**src/rtl/nco_pkg.sv**
```systemverilog
`default_nettype none
// +------------------------------------------------------------------------+
// | Package : nco_pkg                                                      |
// | Purpose : Shared constants and types for the NCO / PDM channel array.  |
// |           Holds the per-channel mode encodings, the bit positions of   |
// |           the configuration header fields, the loader FSM state type   |
// |           and the dither LFSR seed, taps and step function.            |
// | Macros  : NCO_DITHER_EN (the LFSR constants are only consumed when it  |
// |           is defined)                                                  |
// | Revision: 1.0  initial release                                         |
// +------------------------------------------------------------------------+
package nco_pkg;

   // Channel accumulation modes
   localparam logic MODE_LEGACY = 1'b0;   // signed add, output = extra acc bit
   localparam logic MODE_CARRY  = 1'b1;   // unsigned add, output = carry out

   // Configuration header byte layout
   localparam int HDR_MODE_BIT = 7;
   localparam int HDR_CH_MSB   = 6;
   localparam int HDR_CH_LSB   = 4;
   localparam int HDR_CLR_BIT  = 3;

   // Dither LFSR: x^8 + x^6 + x^5 + x^4 + 1, shifting towards the MSB.
   // Feedback bits 7,5,4,3 correspond to the x^8,x^6,x^5,x^4 terms.
   localparam logic [7:0] LFSR_SEED = 8'h01;
   localparam logic [7:0] LFSR_TAPS = 8'hB8;

   // Loader FSM states
   typedef enum logic [1:0] {
      ST_IDLE   = 2'd0,
      ST_LOAD   = 2'd1,
      ST_COMMIT = 2'd2
   } cfg_state_t;

   // One LFSR step: shift left, feedback is the parity of the tapped bits.
   function automatic logic [7:0] lfsr_step(input logic [7:0] state);
      return {state[6:0], ^(state & LFSR_TAPS)};
   endfunction

endpackage : nco_pkg
`default_nettype wire

```
**src/rtl/nco_channel.sv**
```systemverilog
`default_nettype none
// +------------------------------------------------------------------------+
// | Module  : nco_channel                                                  |
// | Purpose : One oscillator channel: tuning word, mode bit, an ACC_W+1    |
// |           bit accumulator and its registered PDM output bit.           |
// |                                                                        |
// | Ports   : clk        in   clock, rising edge                           |
// |           rst_n      in   synchronous active-low reset                 |
// |           dither_cin in   carry-in for mode-1 adds (0 when no dither)  |
// |           wr_en      in   commit strobe for this channel               |
// |           wr_clr     in   zero the accumulator on the commit edge      |
// |           wr_mode    in   new mode, captured on the commit edge        |
// |           wr_tw      in   new tuning word, captured on the commit edge |
// |           pdm        out  registered output bit                        |
// | Revision: 1.0  initial release                                         |
// +------------------------------------------------------------------------+
module nco_channel
   import nco_pkg::*;
#(
   parameter int ACC_W = 16
) (
   input  logic             clk,
   input  logic             rst_n,
   input  logic             dither_cin,
   input  logic             wr_en,
   input  logic             wr_clr,
   input  logic             wr_mode,
   input  logic [ACC_W-1:0] wr_tw,
   output logic             pdm
);

   logic [ACC_W-1:0] tw;
   logic             mode;
   // acc[ACC_W] is the sign/extra bit in legacy mode and the registered
   // carry in carry mode; in both cases it is the channel output.
   logic [ACC_W:0]   acc;

   logic [ACC_W:0]   sum_legacy;
   logic [ACC_W:0]   sum_carry;
   logic [ACC_W:0]   acc_next;

   always_comb begin
      sum_legacy = acc + {tw[ACC_W-1], tw};
      // The previous carry is not fed back: only the low ACC_W bits
      // take part in the add, the MSB of the result is the new carry.
      sum_carry  = {1'b0, acc[ACC_W-1:0]} + {1'b0, tw}
                 + {{ACC_W{1'b0}}, dither_cin};
      acc_next   = (mode == MODE_CARRY) ? sum_carry : sum_legacy;
   end

   always_ff @(posedge clk) begin
      if (!rst_n) begin
         tw   <= '0;
         mode <= MODE_LEGACY;
         acc  <= '0;
      end else if (wr_en) begin
         // The commit edge still accumulates with the old word and mode;
         // the new values take effect from the following edge.
         tw   <= wr_tw;
         mode <= wr_mode;
         if (wr_clr) begin
            acc <= '0;
         end else if (wr_mode != mode) begin
            // The extra bit means different things in the two modes, so it
            // is dropped while the phase held in the low bits is kept.
            acc <= {1'b0, acc_next[ACC_W-1:0]};
         end else begin
            acc <= acc_next;
         end
      end else begin
         acc <= acc_next;
      end
   end

   assign pdm = acc[ACC_W];

endmodule : nco_channel
`default_nettype wire

```
**src/rtl/nco_pdm_array.sv**
```systemverilog
`default_nettype none
// +------------------------------------------------------------------------+
// | Module  : nco_pdm_array                                                |
// | Purpose : Array of N_CH numerically controlled oscillators producing   |
// |           one PDM bit each, configured through a byte-wide valid/ready |
// |           stream: one header byte followed by ACC_W/8 tuning-word      |
// |           bytes (LSB first), committed atomically to one channel.      |
// |                                                                        |
// | Ports   : clk        in   clock, rising edge                           |
// |           rst_n      in   synchronous active-low reset                 |
// |           cfg_valid  in   config byte offered                          |
// |           cfg_data   in   config byte                                  |
// |           cfg_ready  out  config byte accepted when valid & ready      |
// |           pdm_out    out  one registered PDM bit per channel           |
// |           cfg_err    out  sticky: a commit addressed a missing channel |
// |                                                                        |
// | Macros  : NCO_DITHER_EN - adds an 8-bit LFSR whose bit 0 is the        |
// |           carry-in of every carry-mode add. Undefined: carry-in is 0   |
// |           and the array is fully deterministic.                        |
// | Revision: 1.0  initial release                                         |
// +------------------------------------------------------------------------+
module nco_pdm_array
   import nco_pkg::*;
#(
   parameter int ACC_W = 16,   // multiple of 8, 8..32
   parameter int N_CH  = 4     // 1..8
) (
   input  logic            clk,
   input  logic            rst_n,
   input  logic            cfg_valid,
   input  logic [7:0]      cfg_data,
   output logic            cfg_ready,
   output logic [N_CH-1:0] pdm_out,
   output logic            cfg_err
);

   localparam int         N_BYTES   = ACC_W / 8;
   localparam logic [1:0] LAST_BYTE = 2'(N_BYTES - 1);

   cfg_state_t       state;
   logic [1:0]       byte_cnt;
   logic [ACC_W-1:0] shadow;
   logic             hdr_mode;
   logic [2:0]       hdr_ch;
   logic             hdr_clr;

   logic             commit;
   logic             ch_ok;
   logic             dither_cin;

   assign commit = (state == ST_COMMIT);
   assign ch_ok  = ({1'b0, hdr_ch} < 4'(N_CH));

   // ------------------------------------------------------------------
   // Loader FSM. cfg_ready is registered: it drops only for the single
   // COMMIT cycle. Reset clears the shadow, so an interrupted load can
   // never reach a channel.
   // ------------------------------------------------------------------
   always_ff @(posedge clk) begin
      if (!rst_n) begin
         state     <= ST_IDLE;
         byte_cnt  <= '0;
         shadow    <= '0;
         hdr_mode  <= MODE_LEGACY;
         hdr_ch    <= '0;
         hdr_clr   <= 1'b0;
         cfg_ready <= 1'b1;
         cfg_err   <= 1'b0;
      end else begin
         case (state)
            ST_IDLE: begin
               if (cfg_valid) begin
                  hdr_mode <= cfg_data[HDR_MODE_BIT];
                  hdr_ch   <= cfg_data[HDR_CH_MSB:HDR_CH_LSB];
                  hdr_clr  <= cfg_data[HDR_CLR_BIT];
                  byte_cnt <= '0;
                  state    <= ST_LOAD;
               end
            end
            ST_LOAD: begin
               if (cfg_valid) begin
                  for (int b = 0; b < N_BYTES; b++) begin
                     if (byte_cnt == 2'(b)) begin
                        shadow[b*8 +: 8] <= cfg_data;
                     end
                  end
                  if (byte_cnt == LAST_BYTE) begin
                     state     <= ST_COMMIT;
                     cfg_ready <= 1'b0;
                  end else begin
                     byte_cnt <= byte_cnt + 2'd1;
                  end
               end
            end
            ST_COMMIT: begin
               // Out-of-range channels consumed their bytes; only flag it.
               if (!ch_ok) begin
                  cfg_err <= 1'b1;
               end
               state     <= ST_IDLE;
               cfg_ready <= 1'b1;
            end
            default: begin
               state     <= ST_IDLE;
               cfg_ready <= 1'b1;
            end
         endcase
      end
   end

   // ------------------------------------------------------------------
   // Optional dither source
   // ------------------------------------------------------------------
`ifdef NCO_DITHER_EN
   logic [7:0] lfsr;

   always_ff @(posedge clk) begin
      if (!rst_n) begin
         lfsr <= LFSR_SEED;
      end else begin
         lfsr <= lfsr_step(lfsr);
      end
   end

   assign dither_cin = lfsr[0];
`else
   assign dither_cin = 1'b0;
`endif

   // ------------------------------------------------------------------
   // Channel array
   // ------------------------------------------------------------------
   generate
      for (genvar i = 0; i < N_CH; i++) begin : g_ch
         logic wr_en;

         assign wr_en = commit && ch_ok && (hdr_ch == 3'(i));

         nco_channel #(
            .ACC_W (ACC_W)
         ) u_channel (
            .clk        (clk),
            .rst_n      (rst_n),
            .dither_cin (dither_cin),
            .wr_en      (wr_en),
            .wr_clr     (hdr_clr),
            .wr_mode    (hdr_mode),
            .wr_tw      (shadow),
            .pdm        (pdm_out[i])
         );
      end
   endgenerate

endmodule : nco_pdm_array
`default_nettype wire

```
**config.mk**
```make
export PLATFORM = sky130hd
export DESIGN_NAME = nco_pdm_array
export DESIGN_NICKNAME = d
export VERILOG_FILES = /design/src/rtl/nco_pkg.sv /design/src/rtl/nco_channel.sv /design/src/rtl/nco_pdm_array.sv
export SDC_FILE = /design/constraint.sdc
export NUM_CORES = 1
export LEC_CHECK = 0
export CORE_ASPECT_RATIO = 0.7
export CORE_MARGIN = 2
export CORE_UTILIZATION = 68
export CTS_CLUSTER_DIAMETER = 60
export DETAILED_ROUTE_END_ITERATION = 6
export MAX_ROUTING_LAYER = met4
export PLACE_DENSITY = 0.85
export SLEW_MARGIN = 15
export SYNTH_ARGS = -nofsm -noshare
export SYNTH_HDL_FRONTEND = slang
export SYNTH_HIERARCHICAL = 1
export SYNTH_SLANG_ARGS = --single-unit
```
**constraint.sdc**
```tcl
create_clock -name clk -period 5.7 [get_ports clk]
set_clock_uncertainty 0.15 [all_clocks]
set_input_delay 1.14 -clock clk [delete_from_list [all_inputs] [get_ports clk]]
set_output_delay 1.14 -clock clk [all_outputs]
set_load 0.05 [all_outputs]
```
Word-level counts from Yosys, hierarchy flattened
Index checks and enable logic that the tools add are counted.
W data, S select, Z words.
{"block": "totals", "in_bits": 11, "wordCells": 90, "regBits": 163}
{"block": "classes", "n_addsub": 9, "n_eq_ne": 14, "n_lt_le_gt_ge": 1, "bitwise_logic": 2, "n_reduce_logical": 16, "n_mux": 27}
{"operator": "$mux W17", "n": 16}
{"operator": "$add A16 B16 Y17", "n": 4}
{"operator": "$add A17 B17 Y17", "n": 4}
{"operator": "$mux W2", "n": 6}
{"operator": "$reduce_and A3 Y1", "n": 4}
{"operator": "$ne A2 B2 Y1 const B", "n": 4}
{"operator": "$pmux W2 S2", "n": 2}
{"operator": "$eq A3 B2 Y1 const B", "n": 2}
{"operator": "$logic_and A1 B1 Y1", "n": 5}
{"operator": "$eq A2 B1 Y1 const B", "n": 2}
{"operator": "$logic_not A2 Y1", "n": 2}
{"operator": "$ne A1 B1 Y1", "n": 4}
{"operator": "$reduce_and A2 Y1", "n": 2}
{"operator": "$reduce_and A4 Y1", "n": 1}
{"operator": "$eq A3 B1 Y1 const B", "n": 1}
{"operator": "$logic_not A3 Y1", "n": 1}
{"operator": "$lt A3 B3 Y1 const B", "n": 1}
{"operator": "$add A2 B1 Y2 const B", "n": 1}
{"operator": "$eq A2 B2 Y1 const B", "n": 1}
{"operator": "$mux W1", "n": 2}
{"operator": "$not A1 Y1", "n": 2}
{"operator": "$pmux W1 S2", "n": 1}
{"operator": "$reduce_bool A2 Y1", "n": 1}

Logic depth before layout (Yosys ltp)
Gate-level depths: netlist (run 1).
{"block": "logic_depth", "word_depth": 5, "depth_mapped": 10, "ltp_nobuf": 9}

Modules after synthesis
The synthesis (run 1) kept the hierarchy.
{"module": "nco_channel at g_ch[2].u_channel ...", "cells_per_inst": 240, "seq_area_each_um2": 680.7, "n_inst": 2, "area_each_um2": 2202.1}
{"module": "nco_channel at g_ch[0].u_channel", "cells_per_inst": 231, "seq_area_each_um2": 680.7, "n_inst": 1, "area_each_um2": 2103.3}
{"module": "nco_channel at g_ch[1].u_channel", "cells_per_inst": 232, "seq_area_each_um2": 680.7, "n_inst": 1, "area_each_um2": 2089.5}
{"module": "nco_pdm_array", "cells_per_inst": 119, "seq_area_each_um2": 540.5, "n_inst": 1, "area_each_um2": 1011.0}

Worst setup path after synthesis (run 1)
No wires, ideal clock.
{"block": "synth_timing", "path_kind": "reg2reg", "start": "register g_ch[2].u_channel.tw[0]", "end": "register g_ch[2].u_channel.acc[12]", "period_less_slack_ps": 2295, "arrival_time_ps": 2074, "path_buffers": 0, "setup_time_ps": 72, "path_slack_ps": 3405, "path_stages_with_launch": 9, "required_ps": 5478, "path_cell_list": "dfxtp_1 fa_1 inv_1 fa_1 mux2_4 o21ai_0 a21o_2 a41o_1 mux2i_1"}
{"block": "synth_between", "elab_chain_len": 5, "word_cells_on_any_way": 6, "classes_between": "add/sub (2); mux (4)"}
{"element": "from (decl)", "line": "nco_channel.sv:32", "rtl": "logic [ACC_W-1:0] tw;"}
{"element": "from (signal assigned)", "line": "nco_channel.sv:59", "rtl": "tw <= wr_tw;"}
{"element": "$add A17 B17 Y17 / $add A16 B16 Y17 (equally long branches)", "line": "nco_channel.sv:43, nco_channel.sv:46"}
{"element": "$mux W17 *", "line": "nco_channel.sv:48", "rtl": "acc_next = (mode == MODE_CARRY) ? sum_carry : sum_legacy;"}
{"element": "$mux W17", "line": "nco_channel.sv:63", "rtl": "end else if (wr_mode != mode) begin"}
{"element": "$mux W17", "line": "nco_channel.sv:61", "rtl": "if (wr_clr) begin"}
{"element": "$mux W17 *", "line": "nco_channel.sv:56", "rtl": "end else if (wr_en) begin"}
{"element": "to (signal assigned)", "line": "nco_channel.sv:66", "rtl": "acc <= {1'b0, acc_next[ACC_W-1:0]};"}
{"element": "to (signal assigned)", "line": "nco_channel.sv:68", "rtl": "acc <= acc_next;"}
{"element": "to (signal assigned)", "line": "nco_channel.sv:71", "rtl": "acc <= acc_next;"}
{"element": "to (decl)", "line": "nco_channel.sv:36", "rtl": "logic [ACC_W:0] acc;"}
Mark *: on every way between the ends. The rest lies on a longest branch, timed or not.
A chain may end at the register's enable or synchronous reset.

Worst setup path after layout (run 1)
{"block": "layout_timing", "start": "register state[1]", "end": "register g_ch[0].u_channel.acc[15]"}
{"block": "layout_between", "elab_chain_len": 4}
{"element": "from (decl)", "line": "nco_pdm_array.sv:40", "rtl": "cfg_state_t state;"}
{"element": "from (signal assigned)", "line": "nco_pdm_array.sv:61", "rtl": "state <= ST_IDLE;"}
{"element": "from (signal assigned)", "line": "nco_pdm_array.sv:77", "rtl": "state <= ST_LOAD;"}
{"element": "from (signal assigned)", "line": "nco_pdm_array.sv:88", "rtl": "state <= ST_COMMIT;"}
{"element": "$eq A2 B2 Y1", "line": "nco_pdm_array.sv:51", "rtl": "assign commit = (state == ST_COMMIT);"}
{"element": "$logic_and A1 B1 Y1 (2 in a row)", "line": "nco_pdm_array.sv:137", "rtl": "assign wr_en = commit && ch_ok && (hdr_ch == 3'(i));"}
{"element": "net g_ch[0].wr_en", "line": "nco_pdm_array.sv:135", "rtl": "logic wr_en;"}
{"element": "$mux W17", "line": "nco_channel.sv:56"}
{"element": "to (signal assigned)", "line": "nco_channel.sv:66"}
{"element": "to (signal assigned)", "line": "nco_channel.sv:68"}
{"element": "to (signal assigned)", "line": "nco_channel.sv:71"}
{"element": "to (decl)", "line": "nco_channel.sv:36"}
The timed path passes the listed nets, and every way through them passes these cells.

==> summary.log, run 1 <==
INFO  clock_network  numCtsBuffers=17
INFO  logic_synthesis ys_ff_latch=163
INFO  logic_synthesis ys_warn_count=6
INFO  clock_network  path_clk_slew=0.06ns
INFO  power_and_ir_drop internal-power=1760uW
INFO  floorplan      floorplan.die.width=146microns
INFO  power_and_ir_drop p_per_area=222nW/um^2
INFO  worst_setup_path worst-endpoint-required=5.85ns
INFO  worst_setup_path critical-path-max-stage-delay=0.87ns
INFO  timing         slew_violations=0
INFO  placement      place_congestion=0.952
INFO  global_route   number_of_antenna_violations_at_the_first_check_in_global_routing=0
INFO  clock_network  clk_path_buf_depth=2
INFO  floorplan      die_h=103microns
INFO  timing         relSlewSlack=0.359
INFO  power_and_ir_drop p_comb_frac=0.030
INFO  logic_synthesis ys_types=75
INFO  worst_setup_path worstSetupPathType=reg2reg
INFO  placement      place.port_buffers=16
INFO  worst_setup_path slowest_stage=nor3b_2
INFO  worst_setup_path path_buf_inv=0
INFO  logic_synthesis post_synth.cell_area_avg=9.05squm
INFO  drt            drt_wl_total=22400microns
INFO  logic_synthesis synthFlopType=dfxtp_1
INFO  logic_synthesis yosysTopAreaCellShare=0.340
INFO  finish         nNetsFinal=1152
INFO  worst_setup_path startpoint_type=register
INFO  drt            first_iter_violations=589
INFO  worst_setup_path worstReg2RegEnd=g_ch[0].u_channel/acc[15]
INFO  power_and_ir_drop power.leakage=0.00395uW
INFO  placement      dp.final_hpwl=15500microns
INFO  power_and_ir_drop vdd_ir_drop_max=0.234mV
INFO  drt            routedWlPerCell=17.7microns
INFO  clock_network  cts.root.buffer_cell=clkbuf_16
INFO  power_and_ir_drop power.sequential.fraction=0.504
INFO  power_and_ir_drop power.share.clock=0.466
INFO  clock_network  tritoncts=done
INFO  logic_synthesis synth_cells=1062
INFO  min_path       worst_hold_path_type=reg2reg
INFO  global_route   global_route.overflow_total=0
INFO  global_route   grt_first_pass_wirelength=36400microns
INFO  worst_setup_path timing.critical_path.depth=7
INFO  finish         fillCellCount=1039
INFO  finish         multi_input_area=5990squm
INFO  finish         layout-drive-gt1-share=0.0672
INFO  run_status     outcome=complete, no violations
INFO  global_route   grt_start_max_net_pins=80
INFO  power_and_ir_drop netSwitchingFraction=0.236
INFO  finish         area_growth=8.02%
INFO  timing         setup_viol=0
INFO  clock_network  tritoncts_num_sinks=163
INFO  logic_synthesis syn-cell-area=9610squm
INFO  finish         num_antenna_cells=0
INFO  finish         layout_common_cells=dfxtp_1 (163), mux2i_1 (92), nor2b_1 (77)
INFO  timing         post-route-period-util=0.549
INFO  power_and_ir_drop power.switching=544uW
INFO  logic_synthesis count_of_flip_flops_with_a_built_in_enable_after_synthesis=0
INFO  timing         finalSetupTns=0ns
INFO  floorplan      ioPinCount=17
INFO  worst_setup_path worstPathArrival=3.28ns
INFO  drt            detailedRoute.firstPassIterationCount=5
INFO  drt            drc_errors=0
INFO  floorplan      design.core.area=13900squm
INFO  worst_setup_path worst_flop_to_flop_path_startpoint=state[1]
INFO  drt            dr_total_vias=7738
INFO  clock_network  post-cts-setup-buffer-count=0
INFO  global_route   grt_usage=0.313
INFO  worst_setup_path critical_path_source=state[1]
INFO  timing         final_hold_fails=0
INFO  clock_network  cts.hold.buffers_added=0
INFO  finish         post-route-cell-area=10400squm
INFO  floorplan      design.die.area=15100squm
INFO  worst_setup_path setup.worst_path.end=g_ch[0].u_channel/acc[15]
INFO  timing         achievable-frequency=320MHz
INFO  worst_setup_path cpLargestDelayFamily=simple AND/OR/NAND/NOR gates
INFO  logic_synthesis register_area_share_after_synthesis=0.340
INFO  clock_network  post_cts_resize_count=0
INFO  logic_synthesis synth_area_leader_cell=dfxtp_1
INFO  worst_setup_path cp_cell_sequence=nor3b_1 -> nor3b_2 -> nand2_1 -> nand2_1 -> nor2_1 -> a21oi_1 -> nand3_1
INFO  timing         worst_slew_pin_slew=0.958ns
INFO  min_path       worst_hold_startpoint=cfg_ready
INFO  placement      detailed_place.area=9830squm
INFO  clock_network  h-tree-depth=4
INFO  logic_synthesis ys_top_cells_by_area=dfxtp_1 (34%), mux2i_1 (9.6%), ha_1 (9.1%)
INFO  finish         layout.cells.most_common=dfxtp_1
INFO  worst_setup_path critPathCaptureType=register
INFO  worst_setup_path critPathMostFrequentCell=nand2_1
INFO  floorplan      core.rowCount=36
INFO  logic_synthesis asyncSetResetFlopFracSynth=0
INFO  worst_setup_path cp_max_fo=16
INFO  drt            antenna_viol_nets_final=0
INFO  drt            route.detailed.vias_per_inst=6.13
INFO  worst_setup_path rr_worst_depth=7
INFO  timing         grt_setup_unrepaired=false
INFO  worst_setup_path worst-r2r-setup-slack=2.57ns
INFO  floorplan      initial_utilization=0.693
INFO  clock_network  insertion_delay=0.42ns
INFO  timing         final_period_minus_worst_setup_slack=3.13ns
INFO  job            maxCapViolCount=0
INFO  global_route   vias_in_the_first_global_route=7069
INFO  finish         ff_latch_area=3260squm
==> cell type report <==
class | instances | area share
Inverter | 35 | 0.0127
Tap cell | 190 | 0.0229
Multi-Input combinational cell | 820 | 0.577
Timing Repair Buffer | 22 | 0.0193
Sequential cell | 163 | 0.314
Clock buffer | 20 | 0.0440
Clock inverter | 12 | 0.00928
==> per-stage QoR <==
step	setup WS (ns)	power (uW)	instances	utilization	hold slack (ns)
finish	2.57	2300	1262	0.748	0.292
global route	2.26	2370	1262	0.748	0.351
CTS	2.66	2310	1262	0.748	0.296
detailed placement	2.38	1260	1230	0.708	0.286
global placement	2.45	1250	1230	0.708	0.280
floorplan	3.40	1230	1065	-	0.305
==> how the worst min path moves through the flow <==
stage | end | cells after the start
after detailed placement | cfg_ready | 2
after global routing | hdr_ch[2] | 2
after CTS | cfg_ready | 2
after floorplan | hdr_ch[2] | 2
after global placement | cfg_ready | 2
final | cfg_ready | 2
==> Yosys cell counts, types with 11 or more instances <==
| cell | n |
|---|---|
| dfxtp_1 | 163 |
| mux2i_1 | 92 |
| nor2b_1 | 77 |
| nand2_1 | 75 |
| ha_1 | 70 |
| nor2_1 | 62 |
| o21ai_0 | 55 |
| a21oi_1 | 52 |
| nand3_1 | 42 |
| inv_1 | 35 |
| a21o_1 | 27 |
| xnor2_1 | 26 |
| buf_2 | 18 |
| nand4_1 | 18 |
| nor3_1 | 18 |
| clkbuf_1 | 16 |
| nand2b_1 | 16 |
| a211oi_1 | 15 |
| xor2_1 | 15 |
| fa_1 | 12 |
| a31oi_1 | 11 |
| o21a_1 | 11 |
==> kinds of logic after synthesis <==
kind of cell | count (synthesis) | share of synthesized area
flops | 163 | 0.340
compound gates | 238 | 0.168
fa+ha+maj | 82 | 0.116
buf+inv | 82 | 0.0388
xor+xnor | 41 | 0.0374
simple gates | 359 | 0.199
other cells | 1 | 0.000390
mux | 96 | 0.101
==> state kept, by name, summed over array words and instances (netlist names) <==
register,flops
byte_cnt,2
cfg_err,1
cfg_ready,1
g_ch.u_channel/acc,68
g_ch.u_channel/mode,4
g_ch.u_channel/tw,64
hdr_ch,3
hdr_clr,1
hdr_mode,1
shadow,16
state,2
==> per-layer routing <==
metal | vias to the layer above | wire [microns] | track usage | share of wire
met2 | 223 | 10100 | 0.490 | 0.45
met3 | 26 | 1230 | 0.0518 | 0.055
met1 | 3683 | 10800 | 0.432 | 0.48
met4 | 0 | 267 | 0.0747 | 0.012
li1 | 3806 | - | - | -
met5 | - | 0 | - | 0
==> worst reg2reg max path: stages (launching register included) <==
cell and delay (ns):
dfxtp_1 0.44, nor3b_1 0.47, nor3b_2 0.87, nand2_1 0.18, nand2_1 0.50, nor2_1 0.13, a21oi_1 0.19, nand3_1 0.08
==> power by group through the flow <==
stage | combinational, uW | sequential [uW] | clock [uW]
3_3_place_gp | 65.9 | 1190 | 0
5_1_grt | 75.9 | 1160 | 1140
6_report | 69.1 | 1160 | 1070
2_1_floorplan | 48.1 | 1180 | 0
3_5_place_dp | 67.6 | 1190 | 0
4_1_cts | 68.1 | 1160 | 1080
No activity file was read; power rests on OpenSTA's default activity.
==> run 2: changes to the inputs <==
--- a/config.mk
+++ b/config.mk
@@ -7,11 +7,11 @@
 export LEC_CHECK = 0
 export CORE_ASPECT_RATIO = 0.7
 export CORE_MARGIN = 2
-export CORE_UTILIZATION = 68
+export CORE_UTILIZATION = 63
 export CTS_CLUSTER_DIAMETER = 60
 export DETAILED_ROUTE_END_ITERATION = 6
 export MAX_ROUTING_LAYER = met4
-export PLACE_DENSITY = 0.85
+export PLACE_DENSITY = 0.79
 export SLEW_MARGIN = 15
 export SYNTH_ARGS = -nofsm -noshare
 export SYNTH_HDL_FRONTEND = slang
==> constraint.sdc (replaced) <==
create_clock -name clk -period 2.9 [get_ports clk]
set_clock_uncertainty 0.15 [all_clocks]
set_input_delay 0.58 -clock clk [delete_from_list [all_inputs] [get_ports clk]]
set_output_delay 0.58 -clock clk [all_outputs]
set_load 0.05 [all_outputs]
==> summary.log, run 2 (synthesis gave the netlist of run 1 again) <==
INFO  clock_network  tritoncts_num_sinks=163 [unchanged]
INFO  worst_setup_path worst-r2r-setup-slack=0.31ns [-2.26 ns]
INFO  clock_network  post-cts-setup-buffer-count=0 [unchanged]
INFO  finish         largestRegisters=g_ch.u_channel/acc x68, g_ch.u_channel/tw x64, shadow x16
INFO  worst_setup_path worstReg2RegEnd=g_ch[0].u_channel/acc[12]
INFO  clock_network  cts.hold.buffers_added=0 [unchanged]
INFO  clock_network  insertion_delay=0.43ns [about the same]
INFO  floorplan      die_h=107microns [+3.7%]
INFO  clock_network  post_cts_resize_count=0 [unchanged]
INFO  power_and_ir_drop power.leakage=0.00401uW [+1.4%]
INFO  finish         layout.cells.most_common=dfxtp_1
INFO  finish         nNetsFinal=1160 [+0.69%]
INFO  job            maxCapViolCount=0 [unchanged]
INFO  floorplan      design.die.area=16300squm [+7.7%]
INFO  global_route   global_route.overflow_total=0 [unchanged]
INFO  drt            dr_total_vias=7713 [-0.32%]
INFO  power_and_ir_drop vdd_ir_drop_max=0.421mV [+80%]
INFO  global_route   vias_in_the_first_global_route=7115 [+0.65%]
INFO  timing         final_hold_fails=0 [unchanged]
INFO  drt            detailedRoute.firstPassIterationCount=7 [+2]
INFO  floorplan      core.rowCount=37 [+2.8%]
INFO  worst_setup_path setup.worst_path.end=g_ch[0].u_channel/acc[12]
INFO  clock_network  numCtsBuffers=17 [unchanged]
INFO  clock_network  path_clk_slew=0.07ns [about the same]
INFO  timing         final_period_minus_worst_setup_slack=2.59ns [-0.543 ns]
INFO  drt            routedWlPerCell=17.4microns [-1.9%]
INFO  floorplan      design.core.area=14800squm [+6.8%]
INFO  finish         post-route-cell-area=10500squm [+0.83%]
INFO  placement      detailed_place.area=9900squm [+0.80%]
INFO  clock_network  clk_path_buf_depth=2 [unchanged]
INFO  global_route   grt_usage=0.296 [-0.0175]
INFO  finish         layout-drive-gt1-share=0.0750 [+0.00784]
INFO  worst_setup_path critPathCaptureType=register
INFO  timing         worst_slew_pin_slew=0.637ns [-0.321 ns]
INFO  timing         finalSetupTns=0ns [unchanged]
INFO  timing         relSlewSlack=0.574 [+0.216]
INFO  drt            drc_errors=11 [+11]
INFO  timing         achievable-frequency=387MHz [+21%]
INFO  finish         largest_register_ffs=68 [unchanged]
INFO  clock_network  cts.root.buffer_cell=clkbuf_16
INFO  worst_setup_path worst-endpoint-required=3.05ns [-2.80 ns]
INFO  placement      place_congestion=0.910 [-4.4%]
INFO  timing         setup_viol=0 [unchanged]
INFO  worst_setup_path worstSetupPathType=reg2reg
INFO  finish         num_antenna_cells=0 [unchanged]
INFO  timing         grt_setup_unrepaired=false
INFO  worst_setup_path startpoint_type=register
INFO  worst_setup_path critical_path_source=g_ch[0].u_channel/tw[0]
INFO  drt            antenna_viol_nets_final=0 [unchanged]
INFO  timing         post-route-period-util=0.891 [+0.343]
INFO  floorplan      ioPinCount=17 [unchanged]
INFO  finish         largest-register=g_ch.u_channel/acc
INFO  global_route   number_of_antenna_violations_at_the_first_check_in_global_routing=0 [unchanged]
INFO  worst_setup_path rr_worst_depth=9 [+2]
INFO  worst_setup_path worst_flop_to_flop_path_startpoint=g_ch[0].u_channel/tw[0]
INFO  drt            first_iter_violations=629 [+6.8%]
INFO  global_route   grt_start_max_net_pins=40 [-50%]
INFO  floorplan      initial_utilization=0.649 [-0.0440]
INFO  run_status     violations=design-rule violations
INFO  min_path       worst_hold_path_type=reg2reg
INFO  floorplan      floorplan.die.width=152microns [+3.8%]
INFO  finish         layout_common_cells=dfxtp_1 (163), mux2i_1 (92), nor2b_1 (77)
INFO  worst_setup_path cp_max_fo=4 [-12]
INFO  placement      dp.final_hpwl=16000microns [+3.0%]
INFO  drt            route.detailed.vias_per_inst=6.05 [-1.3%]
INFO  finish         area_growth=8.92%
INFO  global_route   grt_first_pass_wirelength=36800microns [+1.0%]
INFO  drt            drt_wl_total=22200microns [-0.91%]
INFO  worst_setup_path worstPathArrival=2.74ns [-0.54 ns]
INFO  placement      place.port_buffers=16 [unchanged]
INFO  power_and_ir_drop p_per_area=440nW/um^2 [+98%]
INFO  clock_network  h-tree-depth=4 [unchanged]
INFO  run_status     outcome=finished, violations left
INFO  timing         slew_violations=0 [unchanged]
INFO  clock_network  tritoncts=done
-- run 2: per-stage QoR --
step,hold slack (ns),cells,util,power [uW],worst slack [ns]
after CTS,0.324,1275,0.706,4630,0.338
after global routing,0.343,1275,0.706,4730,0.135
final,0.325,1275,0.706,4610,0.315
after floorplan,0.305,1065,-,2410,0.605
after detailed placement,0.305,1243,0.669,2480,0.406
after global placement,0.292,1243,0.669,2480,0.511
-- run 2: per-layer routing --
metal,vias to the layer above,track usage,wire [microns]
li1,3802,-,-
met1,3672,0.439,11300
met2,217,0.423,9250
met3,22,0.0521,1430
met4,0,0.0642,235
met5,-,-,0
-- run 2: how the worst min path moves through the flow --
| stage | startpoint | to | slack [ns] | cells past startpoint |
|---|---|---|---|---|
| CTS | cfg_ready | cfg_ready | 0.32 | 2 |
| floorplan | hdr_ch[2] | hdr_ch[2] | 0.30 | 2 |
| global placement | cfg_ready | cfg_ready | 0.29 | 2 |
| finish | cfg_ready | cfg_ready | 0.33 | 2 |
| detailed placement | cfg_ready | cfg_ready | 0.30 | 2 |
| global route | cfg_ready | cfg_ready | 0.34 | 2 |
-- run 2: critical path, cell delays in order (launching register included) --
cell	delay [ns]
dfxtp_1	0.41
fa_1	0.26
inv_1	0.07
fa_1	0.38
mux2i_1	0.30
a41oi_1	0.21
a31oi_2	0.30
a21boi_1	0.14
xor2_1	0.18
nor2_1	0.06
-- run 2: layout make-up --
class | count | area (sq um)
multi-input combinational | 820 | 5990
fill | 1106 | 4350
sequential | 163 | 3260
clock buffer | 17 | 425
timing repair buffer | 30 | 273
tap | 195 | 244
clock inverter | 15 | 135
inverter | 35 | 131
-- run 2: where the power goes --
part	leakage [uW]	switching, uW	total (uW)	internal [uW]
registers	0.00131	32.0	2290	2250
logic	0.00242	85.3	146	60.5
clock network	0.000273	1040	2180	1140
total	0.00401	1160	4610	3450
==> run 3: changes to the inputs <==
--- a/config.mk
+++ b/config.mk
@@ -12,6 +12,7 @@
 export DETAILED_ROUTE_END_ITERATION = 6
 export MAX_ROUTING_LAYER = met4
 export PLACE_DENSITY = 0.79
+export SETUP_SLACK_MARGIN = 0.3
 export SLEW_MARGIN = 15
 export SYNTH_ARGS = -nofsm -noshare
 export SYNTH_HDL_FRONTEND = slang
==> summary.log, run 3 (synthesis gave the netlist of run 1 again) <==
INFO  run_status     outcome=complete, no violations
INFO  floorplan      design.die.area=16300squm [unchanged]
INFO  finish         finalNonFillerCells=1276 [+0.078%]
INFO  worst_setup_path worstSetupPathType=reg2reg
INFO  finish         layout.cells.most_common=dfxtp_1
INFO  clock_network  insertion_delay=0.42ns [about the same]
INFO  worst_setup_path critPathMostFrequentCell=fa_1
INFO  floorplan      initial_utilization=0.649 [unchanged]
INFO  clock_network  tritoncts_num_sinks=163 [unchanged]
INFO  drt            detailedRoute.firstPassIterationCount=6 [-1]
INFO  global_route   grt_first_pass_wirelength=36800microns [unchanged]
INFO  timing         hold_ws=0.318ns [-0.00690 ns]
INFO  min_path       worst_hold_path_type=reg2reg
INFO  timing         slew_violations=0 [unchanged]
INFO  timing         relSlewSlack=0.577 [+0.00304]
INFO  placement      dp.final_hpwl=16000microns [unchanged]
INFO  finish         largestRegisters=g_ch.u_channel/acc x68, g_ch.u_channel/tw x64, shadow x16
INFO  timing         final_period_minus_worst_setup_slack=2.50ns [-0.0842 ns]
INFO  timing         finalSetupTns=0ns [unchanged]
INFO  timing         post-route-period-util=0.862 [-0.0290]
INFO  finish         nNetsFinal=1161 [+0.086%]
INFO  timing         worst_slew_pin_slew=0.633ns [-0.00455 ns]
INFO  global_route   global_route.overflow_total=0 [unchanged]
INFO  clock_network  clk_path_buf_depth=2 [unchanged]
INFO  finish         multi_input_area=6020squm [+0.38%]
INFO  worst_setup_path cp_cell_sequence=fa_1 -> inv_1 -> fa_1 -> mux2i_2 -> a41oi_1 -> a31oi_2 -> a21boi_1 -> xor2_1 -> nor2_1
INFO  clock_network  tritoncts=done
INFO  finish         layout_common_cells=dfxtp_1 (161), mux2i_1 (91), nor2b_1 (77)
INFO  worst_setup_path critPathCaptureType=register
INFO  floorplan      floorplan.die.width=152microns [unchanged]
INFO  global_route   grt_start_max_net_pins=40 [unchanged]
INFO  timing         achievable-frequency=400MHz [+3.4%]
INFO  placement      place.port_buffers=16 [unchanged]
INFO  floorplan      design.core.area=14800squm [unchanged]
INFO  drt            first_iter_violations=621 [-1.3%]
INFO  drt            drc_errors=0 [-11]
INFO  drt            dr_total_vias=7753 [+0.52%]
INFO  drt            routedWlPerCell=17.5microns [+0.35%]
INFO  clock_network  cts.root.buffer_cell=clkbuf_16
INFO  clock_network  cts.hold.buffers_added=0 [unchanged]
INFO  finish         layout-drive-gt1-share=0.0814 [+0.00641]
INFO  worst_setup_path startpoint_type=register
INFO  worst_setup_path worstPathArrival=2.66ns [-0.08 ns]
INFO  clock_network  h-tree-depth=4 [unchanged]
INFO  power_and_ir_drop p_per_area=439nW/um^2 [-0.29%]
INFO  global_route   grt_usage=0.296 [unchanged]
INFO  finish         num_antenna_cells=0 [unchanged]
INFO  drt            route.detailed.vias_per_inst=6.08 [+0.44%]
INFO  power_and_ir_drop power.leakage=0.00402uW [+0.29%]
INFO  finish         ff_latch_area=3270squm [about the same]
INFO  timing         setup_viol=0 [unchanged]
INFO  finish         largest_register_ffs=68 [unchanged]
INFO  timing         grt_setup_unrepaired=true
INFO  worst_setup_path worst-endpoint-required=3.06ns [about the same]
INFO  worst_setup_path critical-path-max-stage-delay=0.41ns [about the same]
INFO  finish         area_growth=9.26%
INFO  placement      dp_cell_count=1243 [unchanged]
INFO  worst_setup_path cp_max_fo=4 [unchanged]
INFO  drt            antenna_viol_nets_final=0 [unchanged]
INFO  timing         final_hold_fails=0 [unchanged]
INFO  global_route   number_of_antenna_violations_at_the_first_check_in_global_routing=0 [unchanged]
INFO  floorplan      ioPinCount=17 [unchanged]
INFO  worst_setup_path slowest_stage=dfxtp_1
INFO  job            maxCapViolCount=0 [unchanged]
INFO  power_and_ir_drop vdd_ir_drop_max=0.418mV [-0.63%]
INFO  finish         fillCellCount=1097 [-0.81%]
INFO  clock_network  path_clk_slew=0.07ns [about the same]
INFO  floorplan      core.rowCount=37 [unchanged]
INFO  global_route   vias_in_the_first_global_route=7115 [unchanged]
INFO  clock_network  numCtsBuffers=17 [unchanged]
INFO  floorplan      die_h=107microns [unchanged]
INFO  finish         largest-register=g_ch.u_channel/acc
INFO  placement      place_congestion=0.910 [unchanged]
INFO  drt            drt_wl_total=22300microns [+0.43%]
run 3: per-layer routing:
| metal | routed length (microns) | GRT usage |
|---|---|---|
| met5 | 0 | - |
| met4 | 248 | 0.0642 |
| met3 | 1540 | 0.0521 |
| met2 | 9230 | 0.423 |
| met1 | 11300 | 0.439 |
run 3: final timing paths:
path	from	end	slack (ns)	cells past startpoint
worst min register to register	cfg_ready	cfg_ready	0.32	2
worst min-delay path	cfg_ready	cfg_ready	0.32	2
worst max-delay path	g_ch[0].u_channel/tw[0]	g_ch[0].u_channel/acc[12]	0.40	9
worst max register to register	g_ch[0].u_channel/tw[0]	g_ch[0].u_channel/acc[12]	0.40	9
run 3: cell type report:
cell class	count	area share
Timing Repair Buffer	31	0.0267
Sequential cell	163	0.311
Multi-Input combinational cell	820	0.573
Tap cell	195	0.0232
Clock buffer	17	0.0405
Inverter	35	0.0125
Clock inverter	15	0.0129
run 3: what timing repair did:
item                                    CTS  global route
endpoints found under the setup margin    0            12
gates resized for setup                   0             8
endpoints found under the hold margin     0             0
setup buffers                             0             1
run 3: where the power goes:
group	switching (uW)	internal (uW)	leakage, uW
clock network	1040	1140	0.000273
registers	32.4	2250	0.00132
logic	85.6	60.6	0.00243
total	1160	3450	0.00402
run 3: critical path: cells and delay by family (launching register included):
family / cells / cell delay (ns)
xor gates and xnor gates: 1 / 0.18
buffers and inverters: 1 / 0.07
AOI/OAI and AO/OA: 3 / 0.66
and+or+nand+nor: 1 / 0.06
muxes: 1 / 0.18
adders and majority gates: 2 / 0.65
DFF: 1 / 0.41
run 3: through the flow:
| stage | total power (uW) | instance area [sq um] | utilization | worst slack [ns] |
|---|---|---|---|---|
| after floorplan | 2410 | 9620 | - | 0.605 |
| after global placement | 2480 | 9900 | 0.669 | 0.511 |
| after detailed placement | 2480 | 9900 | 0.669 | 0.406 |
| after CTS | 4630 | 10500 | 0.706 | 0.338 |
| after global routing | 4730 | 10500 | 0.709 | 0.272 |
| final | 4610 | 10500 | 0.709 | 0.399 |
